`src/rtl/decode_pkg.sv`:
```
// rtl/decode_pkg.sv - shared opcodes, immediate-select enum and decoded-entry struct for decode_stage
package decode_pkg;

  localparam int DEC_XLEN = 32;
  localparam int DEC_IMMW = 25;

  localparam logic [6:0] OPC_IALU   = 7'b0010011;
  localparam logic [6:0] OPC_LUI    = 7'b0110111;
  localparam logic [6:0] OPC_STORE  = 7'b0100011;
  localparam logic [6:0] OPC_BRANCH = 7'b1100011;
  localparam logic [6:0] OPC_JAL    = 7'b1101111;

  typedef enum logic [2:0] {
    IMM_I    = 3'b000,
    IMM_U    = 3'b001,
    IMM_S    = 3'b010,
    IMM_B    = 3'b011,
    IMM_J    = 3'b100,
    IMM_NONE = 3'b111
  } imm_src_t;

  typedef struct packed {
    logic [DEC_XLEN-1:0] pc;
    logic [6:0]          opcode;
    logic [4:0]          rd;
    logic [4:0]          rs1;
    logic [4:0]          rs2;
    logic [DEC_IMMW-1:0] imm;
    imm_src_t            imm_src;
    logic                illegal;
  } dec_t;

  localparam dec_t DEC_ZERO = '0;

  // Unknown opcodes select IMM_NONE so the extender produces zero.
  function automatic imm_src_t imm_src_of(input logic [6:0] opc);
    imm_src_t src;
    case (opc)
      OPC_IALU:   src = IMM_I;
      OPC_LUI:    src = IMM_U;
      OPC_STORE:  src = IMM_S;
      OPC_BRANCH: src = IMM_B;
      OPC_JAL:    src = IMM_J;
      default:    src = IMM_NONE;
    endcase
    return src;
  endfunction

endpackage

```
`src/rtl/decode_fields.sv`:
```
// rtl/decode_fields.sv - combinational split of one instruction into a decoded entry
module decode_fields
  import decode_pkg::*;
(
  input  logic [DEC_XLEN-1:0] i_instr,
  input  logic [DEC_XLEN-1:0] i_pc,
  output dec_t                o_dec
);

  imm_src_t w_src;

  assign w_src = imm_src_of(i_instr[6:0]);

  assign o_dec.pc      = i_pc;
  assign o_dec.opcode  = i_instr[6:0];
  assign o_dec.rd      = i_instr[11:7];
  assign o_dec.rs1     = i_instr[19:15];
  assign o_dec.rs2     = i_instr[24:20];
  assign o_dec.imm     = i_instr[31:7];
  assign o_dec.imm_src = w_src;
  // An all-zero word is never a real instruction; it usually means fetch read unprogrammed memory.
  assign o_dec.illegal = (w_src == IMM_NONE) || (i_instr == '0);

endmodule

```
`src/rtl/decode_stage.sv`:
```
// rtl/decode_stage.sv - IF/ID stage with 2-entry skid buffer; optional out_illegal via DECODE_ILLEGAL_TRAP_EN
module decode_stage
  import decode_pkg::*;
#(
  parameter int XLEN = DEC_XLEN,
  parameter int IMMW = DEC_IMMW
) (
  input  logic            clk,
  input  logic            rstn,
  input  logic            flush,
  input  logic            in_valid,
  output logic            in_ready,
  input  logic [XLEN-1:0] in_instr,
  input  logic [XLEN-1:0] in_pc,
  output logic            out_valid,
  input  logic            out_ready,
  output logic [XLEN-1:0] out_pc,
  output logic [6:0]      out_opcode,
  output logic [4:0]      out_rd,
  output logic [4:0]      out_rs1,
  output logic [4:0]      out_rs2,
  output logic [IMMW-1:0] out_imm,
  output logic [2:0]      out_imm_src
`ifdef DECODE_ILLEGAL_TRAP_EN
  ,
  output logic            out_illegal
`endif
);

  dec_t r_head;
  dec_t r_skid;
  logic r_head_valid;
  logic r_skid_valid;
  logic r_in_ready;

  dec_t w_dec;
  logic w_in_xfer;
  logic w_out_xfer;
  logic w_head_free;

  // Decode happens once, on the way into the buffer, so outputs are pure flops.
  decode_fields u_decode_fields (
    .i_instr (in_instr),
    .i_pc    (in_pc),
    .o_dec   (w_dec)
  );

  assign w_in_xfer   = in_valid && r_in_ready;
  assign w_out_xfer  = r_head_valid && out_ready;
  assign w_head_free = !r_head_valid || w_out_xfer;

  // Skid buffer: head feeds execute, skid absorbs the one instruction that slips in while in_ready is still high.
  always_ff @(posedge clk or negedge rstn) begin
    if (!rstn) begin
      r_head       <= DEC_ZERO;
      r_skid       <= DEC_ZERO;
      r_head_valid <= 1'b0;
      r_skid_valid <= 1'b0;
      r_in_ready   <= 1'b1;
    end else if (flush) begin
      r_head       <= DEC_ZERO;
      r_skid       <= DEC_ZERO;
      r_head_valid <= 1'b0;
      r_skid_valid <= 1'b0;
      r_in_ready   <= 1'b1;
    end else if (r_skid_valid) begin
      // in_ready is low here, so only a drain can change state.
      if (w_out_xfer) begin
        r_head       <= r_skid;
        r_skid       <= DEC_ZERO;
        r_skid_valid <= 1'b0;
        r_in_ready   <= 1'b1;
      end
    end else if (w_in_xfer) begin
      if (w_head_free) begin
        r_head       <= w_dec;
        r_head_valid <= 1'b1;
      end else begin
        r_skid       <= w_dec;
        r_skid_valid <= 1'b1;
        r_in_ready   <= 1'b0;
      end
    end else if (w_out_xfer) begin
      r_head       <= DEC_ZERO;
      r_head_valid <= 1'b0;
    end
  end

  assign in_ready    = r_in_ready;
  assign out_valid   = r_head_valid;
  assign out_pc      = r_head.pc;
  assign out_opcode  = r_head.opcode;
  assign out_rd      = r_head.rd;
  assign out_rs1     = r_head.rs1;
  assign out_rs2     = r_head.rs2;
  assign out_imm     = r_head.imm;
  assign out_imm_src = r_head.imm_src;

`ifdef DECODE_ILLEGAL_TRAP_EN
  assign out_illegal = r_head.illegal;
`else
  logic w_unused_illegal;
  assign w_unused_illegal = r_head.illegal;
`endif

endmodule

```
`config.mk`:
```
export PLATFORM = sky130hd
export DESIGN_NAME = decode_stage
export DESIGN_NICKNAME = d
export VERILOG_FILES = /design/src/rtl/decode_pkg.sv /design/src/rtl/decode_fields.sv /design/src/rtl/decode_stage.sv
export SDC_FILE = /design/constraint.sdc
export NUM_CORES = 1
export LEC_CHECK = 0
export BUFFER_PORTS_ARGS = -buffer_cell sky130_fd_sc_hd__buf_4
export CORE_UTILIZATION = 40
export DETAILED_ROUTE_END_ITERATION = 10
export SYNTH_ARGS = -nofsm -noshare
export SYNTH_HDL_FRONTEND = slang
export SYNTH_SLANG_ARGS = --single-unit
```
`constraint.sdc`:
```
create_clock -name clk -period 3.56 [get_ports clk]
set_input_delay 0 -clock clk [delete_from_list [all_inputs] [get_ports clk]]
set_output_delay 0 -clock clk [all_outputs]
set_load 0.005 [all_outputs]
```
# After elaboration in Yosys (flattened, before gate mapping)

Index checks and enable logic that the tools add are counted.
W data, S select, Z words.

Reductions and logical operators: 11
Multiplexer cells: 26
Equal/unequal tests: 11

Operators by type and width:

| operator             | number |
|---|---|
| $mux W83             | 10 |
| $logic_not A32 Y1    | 1 |
| $mux W1              | 15 |
| $pmux W3 S5          | 1 |
| $eq A7 B6 Y1 const B | 2 |
| $eq A7 B7 Y1 const B | 2 |
| $reduce_and A3 Y1    | 3 |
| $eq A7 B5 Y1 const B | 1 |
| $ne A3 B2 Y1 const B | 2 |
| $reduce_bool A3 Y1   | 2 |
| $ne A4 B3 Y1 const B | 1 |
| $eq A3 B3 Y1 const B | 1 |
| $ne A3 B3 Y1 const B | 1 |
| $logic_and A1 B1 Y1  | 2 |
| $logic_or A1 B1 Y1   | 2 |
| $ne A2 B2 Y1 const B | 1 |
| $logic_not A1 Y1     | 1 |

Output and inout port bits: 84
Register bits after elaboration: 168
Logic and storage cells: 66
Input port bits: 69

# Longest topological paths before layout

Depth in word-level cells: 8
Depth in mapped cells: 7
Mapped depth without buffers: 4

# Hierarchy

From an unflattened synthesis, not the netlist that was laid out.

Cell total of the unflattened synthesis: 672
Area total of the unflattened synthesis: 7798.7 um2

Modules (own cells, without submodules):

| module        | sequential area each (um2) | cells an instance | area each (um2) | instances |
|---|---|---|---|---|
| decode_stage  | 4180.3                     | 577               | 7100.6          | 1 |
| decode_fields | 0.0                        | 95                | 698.2           | 1 |

# Worst setup path before layout

No wires, ideal clock.

Path kind: reg-to-reg
Start: register r_in_ready, in the netlist in_ready
End: register r_head (netlist bit out_opcode[5])
Stages on the path, launching flop included: 6
Library setup time: 0.095 ns
Required time: 3.465 ns
Path buffers: 2
Slack: 2.014 ns
Arrival: 1.451 ns
Clock period less this slack: 1.546 ns
Path through: dfstp_2 -> nand2_1 -> o31a_1 -> buf_6 -> buf_2 -> o31ai_1

Cells in the longest elaborated chain, start to end: 4
Elaborated cells between the ends (all ways): 7
Classes of those cells: 1 x eq/ne; 3 x mux; 3 x reduce/logical

RTL lines:

| item                   | line               | text |
|---|---|---|
| start, declared        | decode_stage.sv:34 | `logic r_in_ready;` |
| start signal, assigned | decode_stage.sv:59 | `r_in_ready <= 1'b1;` |
| start signal, assigned | decode_stage.sv:65 | `r_in_ready <= 1'b1;` |
| start signal, assigned | decode_stage.sv:72 | `r_in_ready <= 1'b1;` |
| $logic_and A1 B1 Y1 *  | decode_stage.sv:48 | `assign w_in_xfer = in_valid && r_in_ready;` |
| $mux W83               | decode_stage.sv:74 | `end else if (w_in_xfer) begin` |
| $mux W83               | decode_stage.sv:66 | `end else if (r_skid_valid) begin` |
| $mux W83               | decode_stage.sv:60 | `end else if (flush) begin` |
| end signal, assigned   | decode_stage.sv:69 | `r_head <= r_skid;` |
| end signal, assigned   | decode_stage.sv:76 | `r_head <= w_dec;` |
| end, declared          | decode_stage.sv:30 | `dec_t r_head;` |

Mark *: on every way between the ends. The rest lies on a longest branch, timed or not.
A chain may end at the register's enable or synchronous reset.

# Worst setup path after layout

Start: register r_skid_valid
End: register r_head (netlist bit out_opcode[2])

Cells in the longest elaborated chain, start to end: 2
Elaborated cells between the ends (all ways): 5
Classes of those cells: 2 x eq/ne; 2 x mux; 1 x reduce/logical

RTL lines:

| item                                                           | line               | text |
|---|---|---|
| start, declared                                                | decode_stage.sv:33 | `logic r_skid_valid;` |
| start signal, assigned                                         | decode_stage.sv:58 | `r_skid_valid <= 1'b0;` |
| start signal, assigned                                         | decode_stage.sv:64 | `r_skid_valid <= 1'b0;` |
| start signal, assigned                                         | decode_stage.sv:71 | `r_skid_valid <= 1'b0;` |
| $ne A4 B3 Y1 (no source line), or another cell as far along    | --                 |  |
| $reduce_and A3 Y1 (no source line) or $mux W83 (tied branches) | --                 |  |

Several ways; a longest one is shown, not always the timed one.

==> impl_metrics.xml <==
<?xml version="1.0" encoding="UTF-8"?>
<metrics>
  <group name="cells_and_area">
    <metric name="fin_nets" unit="">876</metric>
    <metric name="finish.cell_count_without_fillers" unit="">1031</metric>
    <metric name="post_route_cells_drive_above_1_share" unit="%">24.3</metric>
    <metric name="count_of_inserted_antenna_diode_cells" unit="">0</metric>
    <metric name="final_common_cell" unit="">sky130_fd_sc_hd__buf_4</metric>
    <metric name="area_growth" unit="%">39.5</metric>
    <metric name="mostFrequentLayoutCells" unit="">sky130_fd_sc_hd__buf_4, sky130_fd_sc_hd__dfrtp_1, sky130_fd_sc_hd__nand2_1</metric>
  </group>
  <group name="place">
    <metric name="post-dp-hpwl" unit="um">9930</metric>
    <metric name="buffer_ports.inserted" unit="">152</metric>
    <metric name="routabilityCongestion" unit="">0.748</metric>
    <metric name="cell_count_after_placement" unit="">931</metric>
  </group>
  <group name="setup_path">
    <metric name="timing.critical_path.fanout_max" unit="">40</metric>
    <metric name="cp.depth" unit="">4</metric>
    <metric name="max_stage_delay" unit="ns">0.69</metric>
    <metric name="rr_endpoint" unit="">out_opcode[2]</metric>
    <metric name="timing.critical_path.buf_inv" unit="">2</metric>
    <metric name="crit_path_most_repeated_cell" unit="">sky130_fd_sc_hd__buf_4</metric>
    <metric name="critPathRequiredTime" unit="ns">3.85</metric>
    <metric name="endpoint_kind" unit="">register</metric>
    <metric name="worstPathArrival" unit="ns">2.67</metric>
    <metric name="crit_slowest_cell" unit="">sky130_fd_sc_hd__o31a_2</metric>
    <metric name="r2r-start" unit="">r_skid_valid</metric>
    <metric name="timing.reg2reg.setup_slack" unit="ns">1.18</metric>
    <metric name="critical-path-top-delay-family" unit="">compound AO/OA/AOI/OAI gates</metric>
    <metric name="ff2ff_path_depth" unit="">4</metric>
    <metric name="crit_chain" unit="">buf_4, o31a_2, buf_4, o21ai_0</metric>
    <metric name="worstSetupPathType" unit="">reg -&gt; reg</metric>
    <metric name="setup.worst_path.start_class" unit="">register</metric>
  </group>
  <group name="floorplan">
    <metric name="fp.dieH" unit="um">127</metric>
    <metric name="core-area" unit="sq um">15300</metric>
    <metric name="effective_utilization_at_floorplan" unit="%">41.0</metric>
    <metric name="row_count" unit="">45</metric>
    <metric name="total_die_area" unit="sq um">16200</metric>
    <metric name="ioPinCount" unit="">153</metric>
    <metric name="fp.dieW" unit="um">127</metric>
  </group>
  <group name="cts">
    <metric name="cts_sink_cnt" unit="">137</metric>
    <metric name="ctsLongestPathBuffers" unit="">2</metric>
    <metric name="cts-htree-levels" unit="">4</metric>
    <metric name="cts_tree" unit="">done</metric>
    <metric name="clock_tree.root_cell" unit="">sky130_fd_sc_hd__clkbuf_16</metric>
    <metric name="post-cts-setup-buffer-count" unit="">0</metric>
    <metric name="worstSkewPairLatency" unit="ns">0.42</metric>
    <metric name="cts.clk_slew.worst_paths" unit="ns">0.06</metric>
    <metric name="cts-buffers-inserted" unit="">17</metric>
  </group>
  <group name="grt">
    <metric name="antenna_found_initial" unit="">0</metric>
    <metric name="grt_remaining_overflow" unit="">0</metric>
    <metric name="most_used_routing_layer_in_global_routing" unit="">met2</metric>
    <metric name="met2_usage" unit="%">34.0</metric>
    <metric name="global_route.usage.met3" unit="%">4.36</metric>
    <metric name="grt_first_pass_wirelength" unit="um">26200</metric>
    <metric name="grt_pass1_vias" unit="">5156</metric>
    <metric name="grtUsageMet1" unit="%">27.1</metric>
    <metric name="global_route.usage.total" unit="%">20.9</metric>
    <metric name="grt_start_max_net_pins" unit="">71</metric>
  </group>
  <group name="synth">
    <metric name="synthTopCellsByArea" unit="">sky130_fd_sc_hd__dfrtp_1, sky130_fd_sc_hd__mux2i_1, sky130_fd_sc_hd__a22oi_1, sky130_fd_sc_hd__nand2_1, sky130_fd_sc_hd__inv_1</metric>
    <metric name="dominant_cell_type_by_area_after_synthesis" unit="">sky130_fd_sc_hd__dfrtp_1</metric>
    <metric name="syn-instance-count" unit="">621</metric>
    <metric name="ys.warnings.count" unit="">0</metric>
    <metric name="postSynthAreaPerCell" unit="sq um">10.1</metric>
    <metric name="netlist_area" unit="sq um">6260</metric>
    <metric name="synth-seq-cells" unit="">137</metric>
    <metric name="synth_sequential_area_ratio" unit="%">54.8</metric>
    <metric name="yosys.cell_types.count" unit="">33</metric>
    <metric name="yosys.area.top_type_share" unit="%">54.3</metric>
    <metric name="mappedNetlistNets" unit="">690</metric>
  </group>
  <group name="drt">
    <metric name="initialDrtViolationCount" unit="">310</metric>
    <metric name="avgViaCountPerCell" unit="">4.95</metric>
    <metric name="drt_drc_violations_left" unit="">0</metric>
    <metric name="dr_total_vias" unit="">5108</metric>
    <metric name="wire_per_inst" unit="um">15.2</metric>
    <metric name="drt_first_pass_iters" unit="">4</metric>
    <metric name="detail_route.wirelength" unit="um">15600</metric>
    <metric name="final_antenna_net_count" unit="">0</metric>
  </group>
  <group name="timing">
    <metric name="final.period_utilization" unit="%">66.9</metric>
    <metric name="finalClockSkew" unit="ns">0.00623</metric>
    <metric name="final_number_of_hold_violating_endpoints" unit="">0</metric>
    <metric name="setup_total_negative_slack" unit="ns">0</metric>
    <metric name="worstMarginPinSlew" unit="ns">1.13</metric>
    <metric name="timing.slew.headroom" unit="%">24.3</metric>
    <metric name="period_minus_ws_final" unit="ns">2.38</metric>
    <metric name="slew_violations" unit="">0</metric>
    <metric name="final_setup_vio_count" unit="">0</metric>
    <metric name="rsz_0062_raised_after_global_routing" unit="">no</metric>
    <metric name="fmax" unit="MHz">420</metric>
  </group>
  <group name="hold_path">
    <metric name="worst_hold_path_type" unit="">in -&gt; async</metric>
  </group>
  <group name="power_and_ir_drop">
    <metric name="p_leak" unit="nW">4.21</metric>
    <metric name="cellPowerDensity" unit="nW/um^2">496</metric>
    <metric name="max-vdd-ir-drop" unit="mV">0.369</metric>
  </group>
  <group name="run">
    <metric name="cap_viol_max_count" unit="">0</metric>
  </group>
  <group name="run_status">
    <metric name="run_status" unit="">completed</metric>
  </group>
</metrics>
-- flip-flops by register name, summed over array words and instances, names as in the netlist --
register and count:
out_rd 4, out_pc 32, out_opcode 7, out_valid 1
out_rs2 4, out_imm_src 3, out_imm 13, r_skid 67
in_ready 1, r_skid_valid 1, out_rs1 4
-- stage by stage --
stage | setup slack, ns | util [%] | hold slack, ns | total power, mW | cell area, sq um
finish | 1.18 | 57.2 | 0.156 | 4.33 | 8730
floorplan | 2.01 | - | -0.296 | 2.17 | 6260
global placement | 1.24 | 48.7 | 0.0488 | 2.47 | 7440
global route | 0.948 | 57.2 | 0.226 | 4.54 | 8730
CTS | 1.18 | 57.2 | 0.180 | 4.37 | 8730
detailed placement | 1.20 | 48.7 | 0.0584 | 2.49 | 7440
-- worst max-delay path by stage --
stage                 start             to  slack (ns)
4_1_cts        r_skid_valid  out_opcode[2]        1.18
5_1_grt        r_skid_valid  out_opcode[6]        0.95
2_1_floorplan      in_ready  out_opcode[5]        2.01
6_report       r_skid_valid  out_opcode[2]        1.18
3_3_place_gp   r_skid_valid      out_rd[2]        1.24
3_5_place_dp   r_skid_valid  out_opcode[2]        1.20
-- where the power goes --
| group | internal [mW] | leakage (nW) | switching, mW |
|---|---|---|---|
| Clock | 1.15 | 0.295 | 0.661 |
| Sequential | 1.71 | 1.82 | 0.101 |
| Combinational | 0.347 | 2.10 | 0.360 |
-- Yosys cell counts (all sizes together) --
cell type	count
o2bb2ai	3
clkbuf	21
nand4	1
or2	1
nor2	4
dfstp	1
o21bai	1
a32oi	1
buf	41
o31a	1
mux2i	61
a22o	6
xor2	1
nand3	2
a22oi	64
xnor2	1
nor3	2
nand2b	2
dfrtp	136
o21ai	43
nand2	127
a21oi	9
and2	4
inv	60
o31ai	25
nor2b	3
-- what timing repair did --
action | 4_1_cts | 5_1_grt
hold buffers | 68 | 0
endpoints found under the hold margin | 202 | 0
resized for setup | 0 | 0
-- final cells by class --
class	instances	area, sq um
clock inverters	11	145
well taps	211	264
repair buffers	229	1920
inverters	60	225
clock buffers	21	470
fillers	1289	6520
flip-flops and latches	137	3430
multi-input cells	362	2280
-- per-layer routing --
layer  vias up  share of wire, %  routed length [um]
met4         0               2.1                 332
met3        25               4.3                 671
li1       2461                 -                   -
met2       138                48                7530
met5         -                 0                   0
met1      2484                45                7120
-- worst register-to-register path: stages, from the launching register on --
cell and delay, ns:
sky130_fd_sc_hd__dfrtp_1 0.60, sky130_fd_sc_hd__buf_4 0.38, sky130_fd_sc_hd__o31a_2 0.69, sky130_fd_sc_hd__buf_4 0.42, sky130_fd_sc_hd__o21ai_0 0.16
-- cells by family after synthesis --
family                 count (synthesis)  synth area share, %
AO/OA/AOI/OAI                        153                 16.5
XOR/XNOR                               2                0.280
buffers and inverters                122                 9.27
flip-flops                           137                 54.8
multiplexers                          61                 9.75
AND/OR/NAND/NOR                      146                 9.39
No activity file was read; power rests on OpenSTA's default activity.
